<file path="config.mk">
export PLATFORM = sky130hd
export DESIGN_NAME = memory_hs_ctrl_flat
export DESIGN_NICKNAME = d
export VERILOG_FILES = /design/src/rtl/memory_hs_ctrl_if.sv /design/src/rtl/memory_hs_ctrl.sv /design/src/flat_wrapper.sv
export SDC_FILE = /design/constraint.sdc
export NUM_CORES = 1
export LEC_CHECK = 0
export BUFFER_PORTS_ARGS = -buffer_cell sky130_fd_sc_hd__clkbuf_2
export CAP_MARGIN = 5
export CORE_MARGIN = 2
export CORE_UTILIZATION = 40
export CTS_CLUSTER_SIZE = 8
export DETAILED_ROUTE_END_ITERATION = 10
export PLACE_DENSITY = 0.58
export SLEW_MARGIN = 20
export SYNTH_ARGS = -nofsm -noshare
export SYNTH_HDL_FRONTEND = slang
export SYNTH_SLANG_ARGS = --single-unit
</file>
<file path="constraint.sdc">
create_clock -name clk_i -period 2.15 [get_ports clk_i]
set_input_delay 0.215 -clock clk_i [delete_from_list [all_inputs] [get_ports clk_i]]
set_output_delay 0.215 -clock clk_i [all_outputs]
set_load 0.03 [all_outputs]
</file>
<file path="src/rtl/memory_hs_ctrl_if.sv">
// Request/response bus of memory_hs_ctrl.
//   valid_i, wr_rd_en_i, addr_i, wdata_i, wstrb_i : requester -> memory
//   rdata_o, ready_o, err_o, busy_o               : memory -> requester
// Signal suffixes are named from the memory's point of view.
interface memory_hs_ctrl_if #(
    parameter int unsigned WIDTH      = 32,
    parameter int unsigned ADDR_WIDTH = 4
);
    logic                  valid_i;
    logic                  wr_rd_en_i;
    logic [ADDR_WIDTH-1:0] addr_i;
    logic [WIDTH-1:0]      wdata_i;
    logic [WIDTH/8-1:0]    wstrb_i;
    logic [WIDTH-1:0]      rdata_o;
    logic                  ready_o;
    logic                  err_o;
    logic                  busy_o;

    modport master (
        output valid_i, wr_rd_en_i, addr_i, wdata_i, wstrb_i,
        input  rdata_o, ready_o, err_o, busy_o
    );

    modport slave (
        input  valid_i, wr_rd_en_i, addr_i, wdata_i, wstrb_i,
        output rdata_o, ready_o, err_o, busy_o
    );
endinterface

</file>
<file path="src/rtl/memory_hs_ctrl.sv">
// Single-port scratchpad memory behind a valid/ready request handshake.
// Byte-strobed writes, configurable read latency (1..4), error response for
// addresses >= DEPTH and an optional zeroing sweep after reset.
// Ports:
//   clk_i : clock, rising edge
//   rst_i : asynchronous active-low reset
//   bus   : memory_hs_ctrl_if.slave (request in, rdata/ready/err/busy out)
module memory_hs_ctrl #(
    parameter int unsigned WIDTH         = 32,
    parameter int unsigned DEPTH         = 16,
    parameter int unsigned ADDR_WIDTH    = $clog2(DEPTH),
    parameter int unsigned RD_LATENCY    = 2,
    parameter bit          INIT_ON_RESET = 1'b1
) (
    input  logic            clk_i,
    input  logic            rst_i,
    memory_hs_ctrl_if.slave bus
);
    localparam int unsigned NumBytes = WIDTH / 8;
    // RD_WAIT lasts LatLoad+1 cycles, giving RD_LATENCY total from accept to ready.
    localparam int unsigned LatLoad  = (RD_LATENCY > 1) ? RD_LATENCY - 2 : 0;

    typedef enum logic [1:0] {StInit, StIdle, StRdWait, StResp} state_e;

    state_e                state_q, state_d;
    logic [ADDR_WIDTH-1:0] addr_q;
    logic [ADDR_WIDTH-1:0] sweep_q;
    logic [1:0]            lat_q;
    logic [WIDTH-1:0]      rdata_q;
    logic                  err_q;

    logic [WIDTH-1:0]      mem [DEPTH];

    logic                  accept;
    logic                  addr_oor;
    logic                  sweep_last;
    logic                  mem_we;
    logic [ADDR_WIDTH-1:0] mem_waddr;
    logic [WIDTH-1:0]      mem_wdata;
    logic [NumBytes-1:0]   mem_wstrb;

    assign accept     = (state_q == StIdle) && bus.valid_i;
    assign addr_oor   = 32'(bus.addr_i) >= DEPTH;
    assign sweep_last = sweep_q == ADDR_WIDTH'(DEPTH - 1);

    // State register
    always_ff @(posedge clk_i or negedge rst_i) begin
        if (!rst_i) begin
            state_q <= INIT_ON_RESET ? StInit : StIdle;
        end else begin
            state_q <= state_d;
        end
    end

    // Next-state logic
    always_comb begin
        state_d = state_q;
        unique case (state_q)
            StInit: begin
                if (sweep_last) state_d = StIdle;
            end
            StIdle: begin
                if (bus.valid_i) begin
                    if (addr_oor || bus.wr_rd_en_i || (RD_LATENCY == 1)) begin
                        state_d = StResp;
                    end else begin
                        state_d = StRdWait;
                    end
                end
            end
            StRdWait: begin
                if (lat_q == 2'd0) state_d = StResp;
            end
            StResp: begin
                // No sampling here: the next request can only be accepted from IDLE.
                state_d = StIdle;
            end
            default: state_d = StIdle;
        endcase
    end

    // Outputs and memory write port
    always_comb begin
        bus.ready_o = 1'b0;
        bus.busy_o  = 1'b0;
        mem_we      = 1'b0;
        mem_waddr   = sweep_q;
        mem_wdata   = '0;
        mem_wstrb   = '1;
        unique case (state_q)
            StInit: begin
                bus.busy_o = 1'b1;
                mem_we     = 1'b1;
            end
            StIdle: begin
                if (accept && bus.wr_rd_en_i && !addr_oor) begin
                    mem_we    = 1'b1;
                    mem_waddr = bus.addr_i;
                    mem_wdata = bus.wdata_i;
                    mem_wstrb = bus.wstrb_i;
                end
            end
            StResp: begin
                bus.ready_o = 1'b1;
            end
            default: ;
        endcase
    end

    assign bus.rdata_o = rdata_q;
    assign bus.err_o   = err_q;

    // Request datapath
    always_ff @(posedge clk_i or negedge rst_i) begin
        if (!rst_i) begin
            sweep_q <= '0;
            addr_q  <= '0;
            lat_q   <= 2'd0;
            rdata_q <= '0;
            err_q   <= 1'b0;
        end else begin
            unique case (state_q)
                StInit: begin
                    sweep_q <= sweep_last ? '0 : sweep_q + 1'b1;
                end
                StIdle: begin
                    if (accept) begin
                        addr_q <= bus.addr_i;
                        lat_q  <= 2'(LatLoad);
                        err_q  <= addr_oor;
                        if (!bus.wr_rd_en_i) begin
                            if (addr_oor) begin
                                rdata_q <= '0;
                            end else if (RD_LATENCY == 1) begin
                                rdata_q <= mem[bus.addr_i];
                            end
                        end
                    end
                end
                StRdWait: begin
                    if (lat_q == 2'd0) begin
                        rdata_q <= mem[addr_q];
                    end else begin
                        lat_q <= lat_q - 2'd1;
                    end
                end
                StResp: begin
                    err_q <= 1'b0;
                end
                default: ;
            endcase
        end
    end

    // Storage: no reset, zeroed by the sweep when enabled
    always_ff @(posedge clk_i) begin
        if (mem_we) begin
            for (int b = 0; b < NumBytes; b++) begin
                if (mem_wstrb[b]) mem[mem_waddr][8*b +: 8] <= mem_wdata[8*b +: 8];
            end
        end
    end
endmodule
</file>
<file path="src/flat_wrapper.sv">
// flat-port wrapper written by rule: the top's interface ports become plain ports
module memory_hs_ctrl_flat 
#(
    parameter int unsigned WIDTH         = 32,
    parameter int unsigned DEPTH         = 16,
    parameter int unsigned ADDR_WIDTH    = $clog2(DEPTH),
    parameter int unsigned RD_LATENCY    = 2,
    parameter bit          INIT_ON_RESET = 1'b1
)
  (clk_i, rst_i, bus_valid_i, bus_wr_rd_en_i, bus_addr_i, bus_wdata_i, bus_wstrb_i, bus_rdata_o, bus_ready_o, bus_err_o, bus_busy_o);
  memory_hs_ctrl_if #(.WIDTH(WIDTH), .ADDR_WIDTH(ADDR_WIDTH)) bus_i ();
  input  logic clk_i;
  input  logic rst_i;
  input wire logic [$bits(bus_i.valid_i)-1:0] bus_valid_i;
  input wire logic [$bits(bus_i.wr_rd_en_i)-1:0] bus_wr_rd_en_i;
  input wire logic [$bits(bus_i.addr_i)-1:0] bus_addr_i;
  input wire logic [$bits(bus_i.wdata_i)-1:0] bus_wdata_i;
  input wire logic [$bits(bus_i.wstrb_i)-1:0] bus_wstrb_i;
  output wire logic [$bits(bus_i.rdata_o)-1:0] bus_rdata_o;
  output wire logic [$bits(bus_i.ready_o)-1:0] bus_ready_o;
  output wire logic [$bits(bus_i.err_o)-1:0] bus_err_o;
  output wire logic [$bits(bus_i.busy_o)-1:0] bus_busy_o;
  assign bus_i.valid_i = bus_valid_i;
  assign bus_i.wr_rd_en_i = bus_wr_rd_en_i;
  assign bus_i.addr_i = bus_addr_i;
  assign bus_i.wdata_i = bus_wdata_i;
  assign bus_i.wstrb_i = bus_wstrb_i;
  assign bus_rdata_o = bus_i.rdata_o;
  assign bus_ready_o = bus_i.ready_o;
  assign bus_err_o = bus_i.err_o;
  assign bus_busy_o = bus_i.busy_o;
  memory_hs_ctrl #(.WIDTH(WIDTH), .DEPTH(DEPTH), .ADDR_WIDTH(ADDR_WIDTH), .RD_LATENCY(RD_LATENCY), .INIT_ON_RESET(INIT_ON_RESET)) u_core (.clk_i(clk_i), .rst_i(rst_i), .bus(bus_i));
endmodule
</file>
==> flow_metrics.env <==
export IMPL_status="finished, violations left"
export IMPL_violations="setup timing"
export IMPL_synthDominantCellAreaShare_pct=69.7
export IMPL_p_leak_uw=0.0102
export IMPL_synth_area_leaders="edfxtp_1, mux2i_1, dfrtp_1"
export IMPL_grt_first_pass_wirelength_um=82400
export IMPL_seq_area_frac_synth_pct=74.7
export IMPL_stdcell_count=2395
export IMPL_dr_pass1_iters=5
export IMPL_wl_per_cell_um=23.2
export IMPL_path_class="reg2reg"
export IMPL_initial_utilization_pct=40.3
export IMPL_die_area_um2=57100
export IMPL_fp_dieH_um=239
export IMPL_die_w_um=239
export IMPL_yosys_area_top_type="edfxtp_1"
export IMPL_dp_hpwl_um=35900
export IMPL_vias=12700
export IMPL_p_sw_share_pct=32.7
export IMPL_cts_tree="built"
export IMPL_cp_top_family="simple AND/OR/NAND/NOR gates"
export IMPL_rsz0062_at_grt="true"
export IMPL_synth_fp_nets=1430
export IMPL_cts_root_buf="clkbuf_16"
export IMPL_setup_viol_count_final=512
export IMPL_cp_data_required_time_ns=2.45
export IMPL_grt_pass1_vias=13000
export IMPL_slowest_delay_ns=0.39
export IMPL_synthFlopType="edfxtp_1"
export IMPL_wl_um=55600
export IMPL_critPathMostFrequentCell="buf_4"
export IMPL_worst_pin_slew_ns=0.533
export IMPL_slew_viol_final=0
export IMPL_syn_inst=1380
export IMPL_syn_area_per_cell_um2=16.0
export IMPL_syn2layout_area_growth_pct=27.5
export IMPL_cts_sinks=556
export IMPL_hold_path_class="in2reg"
export IMPL_fmax_ghz=0.423
export IMPL_synth_warnings=0
export IMPL_final_hold_violation_count=0
export IMPL_yosys_top_cells_count="edfxtp_1, mux2i_1, nand2_1"
export IMPL_io_pins=79
export IMPL_clk_path_buf_depth=3
export IMPL_mappedNetlistArea_um2=22100
export IMPL_internal_power_uw=24800
export IMPL_slew_headroom_pct=64.5
export IMPL_crit_buf_inv=4
export IMPL_switchingPower_uw=12100
export IMPL_worst_slack_ns=-0.214
export IMPL_fin_skew_ns=0.0189
export IMPL_antenna_cells=0
export IMPL_crit_path_max_fanout=8
export IMPL_clock_latency_ns=0.60
export IMPL_cap_violations=0
export IMPL_ant_nets=0
export IMPL_clk_pin_slew_ns=0.05
export IMPL_synthArstFlopShare_pct=7.91
export IMPL_placed_cells=2214
export IMPL_first_iter_violations=1211
export IMPL_drive_gt1_share_pct=24.6
export IMPL_coreArea_um2=54800
export IMPL_powerDensity_nw_per_um2=1310
export IMPL_ys_types=31
export IMPL_numCtsBuffers=79
export IMPL_grt_max_degree=49
export IMPL_via_per_inst=5.31
export IMPL_path_cells="inv_2 > ha_4 > and3_4 > mux2i_4 > buf_4 > nand4_1 > buf_4 > nor2_4 > buf_6"
export IMPL_crit_path_start_kind="flip-flop"
export IMPL_yosysMostFrequentCell="edfxtp_1"
export IMPL_p_seq_share_pct=36.5
export IMPL_worstPathArrival_ns=2.67
export IMPL_ys_seq_elements=556
export IMPL_finalCriticalPeriod_ns=2.36
export IMPL_gp_congestion=0.769
export IMPL_rows=86
export IMPL_cpMaxStageDelayCell="dfrtp_1"
export IMPL_nets=1677
export IMPL_min_period_over_period_pct=110
export IMPL_drcViolationCount=0
export IMPL_p_comb_share_pct=32.5
export IMPL_port_buffers=77
export IMPL_power_uw=36900
export IMPL_fill_cells=4433
export IMPL_synth_edff_count=512
export IMPL_clockPowerShare_pct=31.0
export IMPL_antenna_found_initial=0
export IMPL_end_kind="flip-flop"
export IMPL_overflow=0
export IMPL_grtUsageTotal_pct=19.8
export IMPL_htreeDepth=3
export IMPL_peakVddDrop_uv=731
[worst register-to-register path: cells and delay by family (launching register included)]
kind / cells / cell delay (ns)
simple gates: 3 / 0.66
buf+inv: 4 / 0.59
flops: 1 / 0.39
mux: 1 / 0.32
fa+ha+maj: 1 / 0.12
[worst paths after layout]
check                                                        start                            endpoint  slack [ns]  depth (start not counted)
max in group asynchronous                                    rst_i        u_core.addr_q[1]$_DFFE_PN0P_        1.52                          3
min in group asynchronous                                    rst_i  u_core.bus.rdata_o[25]$_DFFE_PN0P_        0.19                          3
worst min-delay path                                   bus_valid_i         u_core.lat_q[1]$_DFFE_PN0P_        0.11                          5
worst min register to register  u_core.bus.rdata_o[12]$_DFFE_PN0P_  u_core.bus.rdata_o[12]$_DFFE_PN0P_        0.48                          2
worst max register to register       u_core.state_q[1]$_DFFE_PN0P_          u_core.mem[2][0]$_DFFE_PP_       -0.21                          9
worst max-delay path                 u_core.state_q[1]$_DFFE_PN0P_          u_core.mem[2][0]$_DFFE_PP_       -0.21                          9
[power by group through the flow]
stage	combinational (uW)	clock (uW)	sequential, uW
2_1_floorplan	6510	0	14100
3_3_place_gp	11300	0	13600
3_5_place_dp	11400	0	13700
4_1_cts	12000	11600	13500
5_1_grt	12800	12100	13500
6_report	12000	11400	13500
[cell usage in the layout (no fill, tap or decap), types with 2 or more instances in the layout]
| cell type | instances |
|---|---|
| and2_1 | 32 |
| buf_12 | 69 |
| clkbuf_2 | 77 |
| a22oi_1 | 75 |
| mux2_2 | 8 |
| dfrtp_1 | 43 |
| clkbuf_1 | 59 |
| ha_4 | 2 |
| nor2_4 | 64 |
| nand2_1 | 112 |
| buf_6 | 37 |
| nor2_2 | 2 |
| inv_6 | 4 |
| nand3_1 | 77 |
| buf_4 | 53 |
| mux2i_4 | 4 |
| a21oi_1 | 34 |
| inv_1 | 6 |
| nor2_1 | 5 |
| nor2b_4 | 3 |
| edfxtp_1 | 512 |
| a21oi_4 | 3 |
| o21ai_0 | 7 |
| ha_1 | 4 |
| clkbuf_16 | 81 |
| dlygate4sd3_1 | 6 |
| mux2i_1 | 257 |
| nand4_1 | 39 |
[metal layers]
layer  global-route usage [%]  routed length, um  up-vias
met5                    0.779                 46        -
met4                     6.52               1190        2
met3                     3.53               2880       84
met2                     32.5              27100      382
met1                     26.8              24300     6438
li1                         -                  -     5808
[area by class of cell]
class / instances / area (um^2) / share of cell area (%)
sequential: 556 / 16500 / 58.6
multi-input combinational: 740 / 5810 / 20.6
timing repair buffer: 243 / 2660 / 9.44
clock buffer: 140 / 2250 / 7.99
tap: 704 / 881 / 3.13
clock inverter: 5 / 40.0 / 0.142
inverter: 7 / 26.3 / 0.0934
[sequential cells by signal, summed over array words and instances, names as in the netlist]
signal / flops
u_core.lat_q: 2
u_core.bus.rdata_o: 32
u_core.state_q: 2
u_core.sweep_q: 4
u_core.mem: 512
u_core.addr_q: 4
[cell families (layout without fill, tap and decap cells)]
| family | Yosys count | in the layout | share of synthesized area, % |
|---|---|---|---|
| AND/OR/NAND/NOR | 339 | 339 | 7.09 |
| buffers and inverters | 84 | 395 | 1.72 |
| XOR/XNOR | 1 | 1 | 0.0397 |
| flip-flops | 556 | 556 | 74.7 |
| multiplexers | 270 | 270 | 12.4 |
| AO/OA/AOI/OAI | 123 | 123 | 3.75 |
| adder cells (fa/ha/maj) | 6 | 6 | 0.340 |
| other | 1 | 1 | 0.0170 |
[per-stage QoR]
step	setup WS, ns	hold slack (ns)	util, %	area, um^2	setup TNS [ns]
floorplan	-0.107	-0.0806	-	22500	-36.38
global placement	-0.333	0.264	45.9	25100	-83.64
finish	-0.214	0.105	51.4	28100	-73.38
CTS	-0.175	0.0807	51.3	28100	-60.91
global route	-0.293	0.120	51.4	28100	-118.78
detailed placement	-0.357	0.269	45.9	25100	-97.29
[what timing repair did]
| action | in CTS | in global routing |
|---|---|---|
| setup buffers | 26 | 4 |
| hold buffers | 6 | 0 |
| pin swaps | 25 | 21 |
| hold endpoints to repair | 49 | 0 |
| endpoints found under the setup margin | 512 | 513 |
| resized for setup | 55 | 3 |
(Power assumes the default switching activity.)
